File: src/rtl/mem_arb_pkg.sv
// mem_arb_pkg: shared FSM state type, port indices and default burst length for the refill arbiter.
package mem_arb_pkg;
  typedef enum logic [1:0] {IDLE, BURST, RELEASE} state_t;
  localparam int PORT_I = 0;
  localparam int PORT_D = 1;
  localparam int BURST_LEN_DEF = 4;
endpackage

File: src/rtl/rr_arb2.sv
// rr_arb2: combinational two-way round-robin pick; the port that was not granted last wins a tie.
module rr_arb2 import mem_arb_pkg::*; (
  input  logic [1:0] req,
  input  logic       rr_last,
  output logic [1:0] win
);
  assign win[PORT_I] = req[PORT_I] & (~req[PORT_D] | rr_last);
  assign win[PORT_D] = req[PORT_D] & (~req[PORT_I] | ~rr_last);
endmodule

File: src/rtl/mem_burst_arbiter.sv
// mem_burst_arbiter: shares the memory refill port between the I- and D-cache controllers,
// granting whole bursts in round-robin order and forwarding beats to the granted port only.
module mem_burst_arbiter import mem_arb_pkg::*; #(
  parameter int ADR_WIDTH  = 32,
  parameter int DATA_WIDTH = 32,
  parameter int BURST_LEN  = BURST_LEN_DEF
) (
  input  logic                   clk,
  input  logic                   rst,
  input  logic [1:0]             req_cc2arb,
  input  logic [2*ADR_WIDTH-1:0] adr_cc2arb,
  output logic [1:0]             ack_arb2cc,
  output logic [DATA_WIDTH-1:0]  dat_arb2cc,
  output logic                   req_arb2mem,
  output logic [ADR_WIDTH-1:0]   adr_arb2mem,
  input  logic                   ack_mem2arb,
  input  logic [DATA_WIDTH-1:0]  dat_mem2arb,
  output logic [1:0]             gnt_arb,
  output logic                   err_spur
);
  localparam int CW = $clog2(BURST_LEN);
  state_t        state;
  logic          rr_last;
  logic [CW-1:0] beat_cnt;
  logic [1:0]    win;
  logic          own_req, last;
  rr_arb2 u_rr (.req(req_cc2arb), .rr_last(rr_last), .win(win));
  assign own_req = req_cc2arb[gnt_arb[PORT_D]];
  assign last    = beat_cnt == CW'(BURST_LEN - 1);
  always_ff @(posedge clk) begin
    if (rst) begin
      state       <= IDLE;
      rr_last     <= 1'b1;
      beat_cnt    <= '0;
      gnt_arb     <= '0;
      req_arb2mem <= 1'b0;
      adr_arb2mem <= '0;
      ack_arb2cc  <= '0;
      dat_arb2cc  <= '0;
      err_spur    <= 1'b0;
    end else begin
      ack_arb2cc <= '0;
      if (ack_mem2arb && state != BURST) err_spur <= 1'b1;
      case (state)
        IDLE: if (|req_cc2arb) begin
          gnt_arb     <= win;
          rr_last     <= win[PORT_D];
          adr_arb2mem <= win[PORT_D] ? adr_cc2arb[ADR_WIDTH +: ADR_WIDTH] : adr_cc2arb[0 +: ADR_WIDTH];
          req_arb2mem <= 1'b1;
          beat_cnt    <= '0;
          state       <= BURST;
        end
        // the last beat is forwarded even if the requester drops in the same cycle
        BURST: if (ack_mem2arb && (own_req || last)) begin
          ack_arb2cc <= gnt_arb;
          dat_arb2cc <= dat_mem2arb;
          beat_cnt   <= beat_cnt + CW'(1);
          if (last) begin
            req_arb2mem <= 1'b0;
            gnt_arb     <= '0;
            state       <= RELEASE;
          end
        end else if (!own_req) begin
          req_arb2mem <= 1'b0;
          gnt_arb     <= '0;
          state       <= RELEASE;
        end
        RELEASE: state <= IDLE;
        default: state <= IDLE;
      endcase
    end
  end
endmodule
File: config.mk
export PLATFORM = sky130hd
export DESIGN_NAME = mem_burst_arbiter
export DESIGN_NICKNAME = d
export VERILOG_FILES = /design/src/rtl/mem_arb_pkg.sv /design/src/rtl/rr_arb2.sv /design/src/rtl/mem_burst_arbiter.sv
export SDC_FILE = /design/constraint.sdc
export NUM_CORES = 1
export LEC_CHECK = 0
export CELL_PAD_IN_SITES_DETAIL_PLACEMENT = 1
export CELL_PAD_IN_SITES_GLOBAL_PLACEMENT = 2
export CORE_MARGIN = 4
export CORE_UTILIZATION = 21
export CTS_CLUSTER_SIZE = 8
export DETAILED_ROUTE_END_ITERATION = 8
export PLACE_DENSITY = 0.83
export SETUP_SLACK_MARGIN = 0.2
export SLEW_MARGIN = 15
export SYNTH_ARGS = -nofsm -noshare
export SYNTH_HDL_FRONTEND = slang
export SYNTH_HIERARCHICAL = 1
export SYNTH_SLANG_ARGS = --single-unit
File: constraint.sdc
create_clock -name clk -period 1.4 [get_ports clk]
set_input_delay 0.14 -clock clk [delete_from_list [all_inputs] [get_ports clk]]
set_output_delay 0.14 -clock clk [all_outputs]
set_load 0.03 [all_outputs]
==> results.yml <==
run_status:
  outcome: "complete, but fails checks"
  violations: "negative setup slack"
critical_path:
  reg2reg_slack_ns: -0.08
  criticalPathCategory: "flop to flop"
  rr_startpoint: "gnt_arb[1]"
  r2r-end: "dat_arb2cc[18]"
  setup.worst_path.start: "gnt_arb[1]"
  crit_fanout: 8
  worst-endpoint-arrival_ns: 1.69
  start_kind: "flop"
  endpoint: "dat_arb2cc[18]"
  worstPathRequired_ns: 1.62
  end_kind: "flop"
  r2r.worst_path.cells: 5
sta:
  hold_violations: 0
  drv_slew: 0
  setup_tns_ns: -1.52
  max_slew_margin: 0.729
  setup_violations: 29
  final.min_clock_period_ns: 1.48
  worst_slack_ns: -0.0768
  min_period_over_period: 1.05
  tightestPinTransition_ns: 0.406
  rsz0062_at_grt: "yes"
  fin_skew_ns: 0.00698
  fmax_mhz: 677
route:
  met3_length_mm: 1.05
  drtIter0Drc: 88
  drc: 0
  ant_nets: 0
  wl_met2_mm: 6.44
  viasPerCell: 4.39
  dr.max_layer_used: "met4"
  routed-via-count: 3290
  detailedRoute.firstPassIterationCount: 4
  drt-met1-wl_mm: 5.22
  wl_per_cell_um: 17.2
  routed_wirelength_mm: 12.9
cts:
  cts_tree: "built"
  numCtsBuffers: 9
  clock-root-buffer: "clkbuf_16"
  clk_latency_ns: 0.33
  cts_max_level: 3
  holdBufCountCts: 0
  clockBufferDepth: 2
  clock_sinks: 75
  worst_setup_hold_path_clk_slew_ns: 0.06
synth:
  synth-async-reset-ratio: 0
  synth_nets: 442
  syn-cell-area_um2: 3400
  synthTopCellsByArea: "dfxtp_1 44%, mux2i_1 19%, nand2b_1 13%, a211oi_1 7.3%, a21oi_1 5.3%"
  yosysWarnings: 6
  avgSynthCellArea_um2: 10.0
  synth.top_cell.area_share: 0.442
  ys_ff_latch: 75
  ys.flop_type: "dfxtp_1"
  synth_top_area_cell: "dfxtp_1"
  synth-edff-count: 0
  ys_seq_area_frac: 0.442
  ys_types: 29
  syn_inst: 340
layout:
  diodes: 0
  drive_gt1_frac: 0.317
  final-seq-area_um2: 1510
  nets: 631
  multi_input_comb_area_um2: 1950
  final_cells: 749
  final_common_cell: "clkdlybuf4s50_1"
  area_growth_pct: 86.2
  nFillCells: 1729
  mostFrequentLayoutCells: "97 x clkdlybuf4s50_1, 71 x dfxtp_1, 68 x nand2b_1"
power_and_ir_drop:
  p_sw_uw: 1920
  power_density_nw_per_um2: 1020
  intPower_uw: 4520
  swShare: 0.298
  p_comb_frac: 0.299
  p_leak_uw: 0.00227
  clockPowerShare: 0.327
  pwr-share-seq: 0.374
  worst_ir_drop_vdd_mv: 0.528
global_routing:
  grt_pass1_vias: 3661
  grt_pass1_wl_mm: 19.2
  antenna_found_initial: 0
  grt_max_degree: 60
  grt_overflow: 0
  track_usage: 0.135
floorplan:
  pin_count: 171
  die_h_um: 135
  die-area_um2: 18300
  start_util: 0.214
  core_um2: 15900
  die_w_um: 135
  row_count: 46
placement:
  gp_congestion: 0.773
  dp_cells: 718
  dp_hpwl_mm: 8.71
  port_buffers: 170
hold_path:
  min_path_type: "input port to flop"
flow_run:
  cap_violations: 0
power by group through the flow:
stage	Clock [µW]	Combinational [µW]	Sequential, µW
after floorplan	0	543	2730
after global placement	0	1620	2440
after detailed placement	0	1660	2450
after CTS	2190	1790	2410
after global routing	2260	2040	2430
final	2100	1920	2410
worst max-delay path, cell delays in order, from the launching register on:
cell,delay (ns)
dfxtp_4,0.34
mux2_4,0.30
o2111a_2,0.31
buf_12,0.15
buf_16,0.14
mux2i_1,0.11
Yosys cell counts, types with 2 or more instances:
library cell	instances
dfxtp_1	75
nand2b_1	68
mux2i_1	65
a21oi_1	36
a211oi_1	33
clkbuf_1	15
buf_2	11
inv_1	6
buf_12	3
nor2_1	3
buf_1	2
nand2_1	2
nand4b_1	2
nor4_1	2
o21ai_0	2
o41ai_1	2
layout make-up:
| cell class | count | share of cell area |
|---|---|---|
| sequential | 75 | 0.239 |
| clock buffer | 13 | 0.0395 |
| multi-input combinational | 227 | 0.308 |
| timing repair buffer | 210 | 0.365 |
| inverter | 6 | 0.00356 |
| tap | 216 | 0.0427 |
| clock inverter | 2 | 0.00198 |
layer usage:
layer / track usage / up-vias
li1: - / 1580
met1: 0.151 / 1564
met2: 0.236 / 129
met3: 0.0501 / 17
met4: 0.0487 / 0
met5: 0 / -
through the flow:
stage           util  area (µm²)  power [µW]  hold WS (ns)  setup slack, ns
2_1_floorplan      -        3420        3280         0.281          -0.0766
3_3_place_gp   0.343        5450        4060         0.453           -0.285
3_5_place_dp   0.343        5450        4110         0.465           -0.348
4_1_cts        0.387        6140        6400         0.255          -0.0815
5_1_grt        0.398        6330        6740         0.274           -0.129
6_report       0.398        6330        6440         0.258          -0.0768
sequential cells by signal (all words and copies together) (netlist names):
register and flops:
state 2, dat_arb2cc 32, gnt_arb 2, ack_arb2cc 2
beat_cnt 2, rr_last 1, adr_arb2mem 32, err_spur 1
req_arb2mem 1
kinds of logic (layout without fill, tap and decap cells):
| logic type | after synthesis | after routing | synth area share |
|---|---|---|---|
| flip-flops | 75 | 75 | 0.442 |
| buffers and inverters | 38 | 231 | 0.0626 |
| multiplexers | 67 | 67 | 0.199 |
| AND/OR/NAND/NOR | 80 | 80 | 0.145 |
| adder cells (fa/ha/maj) | 1 | 1 | 0.00368 |
| AO/OA/AOI/OAI | 79 | 79 | 0.148 |
worst min-delay path by stage:
stage	from	slack, ns	endpoint	depth (start not counted)
2_1_floorplan	ack_mem2arb	0.28	err_spur	2
3_3_place_gp	err_spur	0.45	err_spur	2
3_5_place_dp	err_spur	0.47	err_spur	2
4_1_cts	rst	0.26	beat_cnt[0]	3
5_1_grt	rst	0.27	beat_cnt[0]	3
6_report	rst	0.26	beat_cnt[0]	3
what timing repair did:
action / 4_1_cts / 5_1_grt
buffers inserted: 9 / 1
gates cloned: 5 / 1
pin swaps: 22 / 9
gates resized for setup: 244 / 44
endpoints found under the setup margin: 142 / 79
Power figures use the tool's default switching activity.
